`src/rtl/cdb_arbiter.sv`:
```
// Common Data Bus arbiter: one-entry result buffer per functional unit, round-robin
// selection of one buffered result per cycle, registered broadcast to RS/ROB.
module cdb_arbiter #(
  parameter int NUM_FU     = 4,
  parameter int DATA_WIDTH = 32,
  parameter int TAG_WIDTH  = 6,
  localparam int SEL_W     = $clog2(NUM_FU)
) (
  input  logic                                 clk,
  input  logic                                 reset,
  input  logic                                 flush,
  input  logic [NUM_FU-1:0]                    fu_valid,
  output logic [NUM_FU-1:0]                    fu_ready,
  input  logic [NUM_FU-1:0][DATA_WIDTH-1:0]    fu_data,
  input  logic [NUM_FU-1:0][TAG_WIDTH-1:0]     fu_tag,
  output logic                                 cdb_valid,
  output logic [DATA_WIDTH-1:0]                cdb_data,
  output logic [TAG_WIDTH-1:0]                 cdb_tag,
  output logic [SEL_W-1:0]                     cdb_sel
);

  logic [NUM_FU-1:0]                 buf_valid_q, buf_valid_d;
  logic [NUM_FU-1:0][DATA_WIDTH-1:0] buf_data_q,  buf_data_d;
  logic [NUM_FU-1:0][TAG_WIDTH-1:0]  buf_tag_q,   buf_tag_d;
  logic [SEL_W-1:0]                  rr_ptr_q,    rr_ptr_d;
  logic                              cdb_valid_q, cdb_valid_d;
  logic [DATA_WIDTH-1:0]             cdb_data_q,  cdb_data_d;
  logic [TAG_WIDTH-1:0]              cdb_tag_q,   cdb_tag_d;
  logic [SEL_W-1:0]                  cdb_sel_q,   cdb_sel_d;

  logic                              grant_vld;
  logic [SEL_W-1:0]                  grant_idx;
  logic [NUM_FU-1:0]                 grant_oh;
  logic [SEL_W-1:0]                  scan_idx;

  // Round-robin scan starting at rr_ptr; the SEL_W-bit add wraps naturally
  always_comb begin
    grant_vld = 1'b0;
    grant_idx = '0;
    grant_oh  = '0;
    scan_idx  = '0;
    for (int k = 0; k < NUM_FU; k++) begin
      scan_idx = rr_ptr_q + SEL_W'(k);
      if (!grant_vld && buf_valid_q[scan_idx]) begin
        grant_vld = 1'b1;
        grant_idx = scan_idx;
      end
    end
    if (grant_vld) grant_oh[grant_idx] = 1'b1;
  end

  // Ready depends only on buffer state and flush, never on fu_valid
  always_comb begin
    fu_ready = '0;
    for (int i = 0; i < NUM_FU; i++) begin
      fu_ready[i] = !flush && (!buf_valid_q[i] || grant_oh[i]);
    end
  end

  always_comb begin
    buf_valid_d = buf_valid_q;
    buf_data_d  = buf_data_q;
    buf_tag_d   = buf_tag_q;
    rr_ptr_d    = rr_ptr_q;
    cdb_valid_d = 1'b0;
    cdb_data_d  = cdb_data_q;
    cdb_tag_d   = cdb_tag_q;
    cdb_sel_d   = cdb_sel_q;

    if (grant_vld && !flush) begin
      cdb_valid_d            = 1'b1;
      cdb_data_d             = buf_data_q[grant_idx];
      cdb_tag_d              = buf_tag_q[grant_idx];
      cdb_sel_d              = grant_idx;
      rr_ptr_d               = grant_idx + SEL_W'(1);
      buf_valid_d[grant_idx] = 1'b0;
    end

    // Refill after the grant clear so a drained buffer can reload at the same edge
    for (int i = 0; i < NUM_FU; i++) begin
      if (fu_valid[i] && fu_ready[i]) begin
        buf_valid_d[i] = 1'b1;
        buf_data_d[i]  = fu_data[i];
        buf_tag_d[i]   = fu_tag[i];
      end
    end

    if (flush) buf_valid_d = '0;
  end

  always_ff @(posedge clk) begin
    if (reset) begin
      buf_valid_q <= '0;
      rr_ptr_q    <= '0;
      cdb_valid_q <= 1'b0;
      cdb_data_q  <= '0;
      cdb_tag_q   <= '0;
      cdb_sel_q   <= '0;
    end else begin
      buf_valid_q <= buf_valid_d;
      rr_ptr_q    <= rr_ptr_d;
      cdb_valid_q <= cdb_valid_d;
      cdb_data_q  <= cdb_data_d;
      cdb_tag_q   <= cdb_tag_d;
      cdb_sel_q   <= cdb_sel_d;
    end
  end

  // Payload storage is qualified by buf_valid_q, so it carries no reset
  always_ff @(posedge clk) begin
    buf_data_q <= buf_data_d;
    buf_tag_q  <= buf_tag_d;
  end

  assign cdb_valid = cdb_valid_q;
  assign cdb_data  = cdb_data_q;
  assign cdb_tag   = cdb_tag_q;
  assign cdb_sel   = cdb_sel_q;

endmodule

```
`config.mk`:
```
export PLATFORM = sky130hd
export DESIGN_NAME = cdb_arbiter
export DESIGN_NICKNAME = d
export VERILOG_FILES = /design/src/rtl/cdb_arbiter.sv
export SDC_FILE = /design/constraint.sdc
export NUM_CORES = 1
export LEC_CHECK = 0
export ABC_CLOCK_PERIOD_IN_PS = 2800
export BUFFER_PORTS_ARGS = -buffer_cell sky130_fd_sc_hd__buf_4
export CAP_MARGIN = 15
export CORE_MARGIN = 4
export CORE_UTILIZATION = 52
export CTS_CLUSTER_DIAMETER = 80
export DETAILED_ROUTE_END_ITERATION = 8
export PLACE_DENSITY = 0.85
export SLEW_MARGIN = 20
export SYNTH_ARGS = -nofsm -noshare
export SYNTH_HDL_FRONTEND = slang
export SYNTH_SLANG_ARGS = --single-unit
export TNS_END_PERCENT = 5
```
`constraint.sdc`:
```
create_clock -name clk -period 2.8 [get_ports clk]
set_input_delay 0.42 -clock clk [delete_from_list [all_inputs] [get_ports clk]]
set_output_delay 0.42 -clock clk [all_outputs]
set_load 0.05 [all_outputs]
```
# Word level (Yosys, flattened, before mapping)
# Index checks and enable logic that the tools add are counted.
# totals
out_inout_bits	45
inputBits	159
elab_cells	88
reg_bits	199
# op_classes
n_reduce_logical	30
n_addsub	4
mux	29
magnitude_cmp	6
bitwise_logic	2
# ops
op	count
$bmux 32 s2	1
$mux 32	1
$lt 2x3->1 const B	5
$mux 1	14
$logic_and 1x1->1	13
$bmux 6 s2	1
$bmux 1 s2	4
$logic_not 1->1	8
$mux 2	4
$mux 4	2
$reduce_bool 2->1	4
$mux 6	1
$add 2x1->2 const B	2
$add 2x2->2 const B	2
$and 4x4->4	1
$logic_or 1x1->1	4
$not 4->4	1
$demux 1 s2	1
$ge 2x1->1 const B	1
$reduce_or 2->1	1

# Longest topological paths before layout
# logic_depth
depth_word	21
ltp_mapped	8
mapped_depth_nobuf	5

# Worst setup path after synthesis
# No wires, ideal clock.
# synth_timing
kind	reg-to-reg
startpoint	register rr_ptr_q[0]
endpoint	register buf_data_q[100] (netlist bit), enable pin
path_buffers	1
setup_slack_ps	-589
stages_incl_launch_ff	7
setup_ps	399
t_required_ps	2401
arrival_time_ps	2991
period_less_slack_ps	3389
path_cell_list	dfxtp_1 > nand2b_2 > a21o_1 > buf_2 > nand3_1 > a21oi_1 > and2_1
# synth_via
elab_chain_len	20
elab_cells_between_ends	34
classes_between	add/sub (3); order compare (2); mux (19); reduce/logical (10)
# synth_rtl
item	line_no	text
start, declared	25	logic [SEL_W-1:0] rr_ptr_q, rr_ptr_d;
start signal, assigned	101	rr_ptr_q <= rr_ptr_d;
branches (longest 16 deep; another with $lt 2x3->1)	-	
$mux 4 (*)	49	if (grant_vld) grant_oh[grant_idx] = 1'b1;
$logic_or 1x1->1 (*)	56	fu_ready[i] = !flush && (!buf_valid_q[i] || grant_oh[i]);
$logic_and 1x1->1 (*)	56	
named net fu_ready[3]	13	output logic [NUM_FU-1:0] fu_ready,
$logic_and 1x1->1 (*)	81	if (fu_valid[i] && fu_ready[i]) begin
end signal, assigned	111	buf_data_q <= buf_data_d;
end, declared	23	logic [NUM_FU-1:0][DATA_WIDTH-1:0] buf_data_q, buf_data_d;
# Mark *: on every way through the listed nets, which the timed path passes. The select of a mux whose other input is x is not followed.
# A chain may end at the register's enable or synchronous reset.

# Worst setup path in the final report
# layout_timing
startpoint	register rr_ptr_q[0]
endpoint	output port fu_ready[3]
# layout_via
elab_chain_len	19
elab_cells_between_ends	33
classes_between	add/sub (3); order compare (2); mux (19); reduce/logical (9)
# layout_rtl
item	line_no
branches (longest 16 deep; another with $lt 2x3->1)	-
$mux 4 (*)	49
$logic_or 1x1->1 (*)	56
$logic_and 1x1->1 (*)	56
end, declared	13
# Every way passes the cells marked *. The select of a mux whose other input is x is not followed.

==> run_results.csv <==
group,metric,value,unit
logic_synthesis,avgSynthCellArea,14.3,µm²
routing,firstDrtPassIters,5,
cts,cts_buffer_depth,2,
timing,holdWs,0.169,ns
timing,slew_headroom,0.377,
global_routing,grt_pass1_wl,30.1,mm
floorplanning,rows,44,
timing,fin_crit_sh,0.893,
placed_design,portBuffers,203,
cells_and_area,layout_common_cells,"209 x buf_4, 152 x edfxtp_1, 52 x a21oi_1, 47 x dfxtp_1, 46 x o21ai_0",
logic_synthesis,synthCells,537,
placed_design,routabilityCongestion,0.812,
cts,postCtsHoldBufs,0,
placed_design,dpl.hpwl,13.4,mm
pwr,p_leak,3.92,nW
timing,worst_pin_slew,0.935,ns
global_routing,overflow,0,
timing,fmax,400,MHz
worst_hold_path,hold_class,"in -> reg",
cells_and_area,seq_area,5510,µm²
routing,vias,5385,
logic_synthesis,ys_ff_latch,199,
cells_and_area,utilization,0.690,
cells_and_area,antennaDiodeCount,0,
timing,fin_crit,2.50,ns
logic_synthesis,ys_seq_area_frac,0.718,
logic_synthesis,synth_top_area_cell,"edfxtp_1",
cells_and_area,syn_to_final_growth,30.2,%
setup_path,r2r_cells,4,
floorplanning,ios,204,
pwr,power,6.84,mW
job,cap_violations,0,
setup_path,rr_startpoint,"buf_valid_q[3]$_SDFFE_PP0P_",
logic_synthesis,synth_fp_nets,696,
cts,cts_tree,"yes",
logic_synthesis,synth_area_leaders,"edfxtp_1 60%, dfxtp_1 12%, a221oi_2 4.1%",
setup_path,arrival,2.08,ns
floorplanning,dieArea,16800,µm²
global_routing,grt_pass1_vias,5462,
cts,clk_latency,0.42,ns
cells_and_area,final_common_cell,"buf_4",
timing,skew,0.00909,ns
timing,grt_setup_unrepaired,"no",
cells_and_area,nets,886,
floorplanning,start_util,0.530,
status,status,"finished, final reports clean",
logic_synthesis,synth_top_area_frac,0.595,
setup_path,required,2.38,ns
logic_synthesis,synth_area,7670,µm²
routing,drt_iter0_drc,502,
logic_synthesis,yosys_warnings,0,
cts,clk_pin_slew,0.07,ns
cells_and_area,multi_input_area,1970,µm²
timing,hold_violations,0,
cts,htree_levels,4,
timing,slew_viol_final,0,
floorplanning,core,14500,µm²
floorplanning,die_height,129,µm
setup_path,r2r_end,"buf_data_q[93]$_DFFE_PP_",
global_routing,grt_max_degree,51,
setup_path,startpoint,"rr_ptr_q[0]$_SDFFE_PP0P_",
setup_path,endpoint_kind,"primary output",
cts,cts_sinks,199,
global_routing,grtUsageTotal,0.238,
routing,antenna_left,0,
pwr,power_density,684,nW/µm²
routing,drc,0,
pwr,ir_worst_vdd,418,µV
routing,routed_via_density,5.83,
cts,numCtsBuffers,17,
timing,setup_viol,0,
routing,avgRoutedWirePerCell,21.6,µm
setup_path,r2r_setup_slack,0.42,ns
global_routing,grt_antenna_before_repair,0,
floorplanning,die_w,129,µm
logic_synthesis,synth_cell_types,37,
cells_and_area,drive_above_1_share,0.382,
cells_and_area,nFillCells,986,
setup_path,critPathCapture,"fu_ready[3]",
setup_path,path_max_fanout,30,
cts,cts_root_buf,"clkbuf_16",
setup_path,critPathLaunchType,"flop",
setup_path,critPathKind,"reg -> out",
routing,totalWireLength,19.9,mm
[power breakdown]
group          switching [mW]  internal [mW]
clock                    1.03           1.43
sequential             0.0781           3.35
combinational           0.584          0.370
total                    1.69           5.15
[area by class of cell]
type,instances,share of cell area
Inverter,3,0.00113
Clock buffer,20,0.0447
Clock inverter,12,0.0153
Tap cell,184,0.0230
Timing Repair Buffer,214,0.167
Sequential cell,199,0.551
Multi-Input combinational cell,292,0.198
[sequential cells by signal (all words and copies together), names as in the netlist]
register / flops
buf_tag_q: 24
rr_ptr_q: 2
buf_data_q: 128
cdb_sel: 2
cdb_tag: 6
cdb_data: 32
cdb_valid: 1
buf_valid_q: 4
[timing repair]
item	in CTS	in global routing
gates resized for setup	0	1
buffers inserted	0	0
setup endpoints to repair	0	1
[cell usage after synthesis]
master	count
nand2_2	1
nand3_1	11
inv_1	3
o221ai_1	1
or2_2	1
a221oi_2	21
o32a_1	1
o21ai_0	46
edfxtp_1	152
or2_1	1
buf_2	15
clkbuf_1	21
nand2b_1	2
a21boi_2	1
a21oi_1	54
nor2_2	1
o21ai_1	31
and2_1	5
a221oi_1	17
nor3_1	2
a21o_1	10
buf_6	5
o22ai_2	1
and3_4	1
nand2b_2	1
a31oi_1	1
nor2b_1	6
o221a_2	1
nand2_1	5
a21boi_1	29
nor2_1	6
a211oi_2	1
o211ai_1	1
buf_1	2
and3_1	32
dfxtp_1	47
a211o_1	1
[worst max-delay path, cell delays in order, from the launching register on]
cell and delay, ns:
dfxtp_1 0.46, nand2b_2 0.23, a21o_4 0.33, nand3_1 0.19, a21oi_2 0.22, buf_4 0.22
[through the flow]
step                      setup TNS, ns  area [µm²]  cells  setup WS (ns)
after floorplan                  -16.61        7670    537         -0.230
after detailed placement              0        9380    892          0.423
after CTS                             0        9980    924         0.0973
final                                 0        9990    924          0.300
after global routing                  0        9990    924          0.169
after global placement                0        9380    892          0.529
[worst min-delay path by stage]
stage	startpoint	to	slack [ns]	cells after the start
floorplan	reset	cdb_sel[1]$_SDFFE_PP0P_	0.49	1
global placement	cdb_sel[1]$_SDFFE_PP0P_	cdb_sel[1]$_SDFFE_PP0P_	0.44	2
detailed placement	cdb_sel[1]$_SDFFE_PP0P_	cdb_sel[1]$_SDFFE_PP0P_	0.45	2
CTS	fu_data[5]	buf_data_q[5]$_DFFE_PP_	0.15	1
global route	fu_data[107]	buf_data_q[107]$_DFFE_PP_	0.15	1
finish	fu_data[107]	buf_data_q[107]$_DFFE_PP_	0.17	1
[kinds of logic (layout without fill, tap and decap cells)]
logic type	after synthesis	count (layout)	share of synthesized area
flops	199	199	0.718
simple gates	75	75	0.0565
buf+inv	46	249	0.0299
compound gates	217	217	0.196
[layer usage]
metal / wire (µm) / GRT usage
met3: 1550 / 0.0470
met5: 0 / 0
met1: 7740 / 0.311
met4: 535 / 0.0917
met2: 10100 / 0.398
Power figures use the tool's default switching activity.
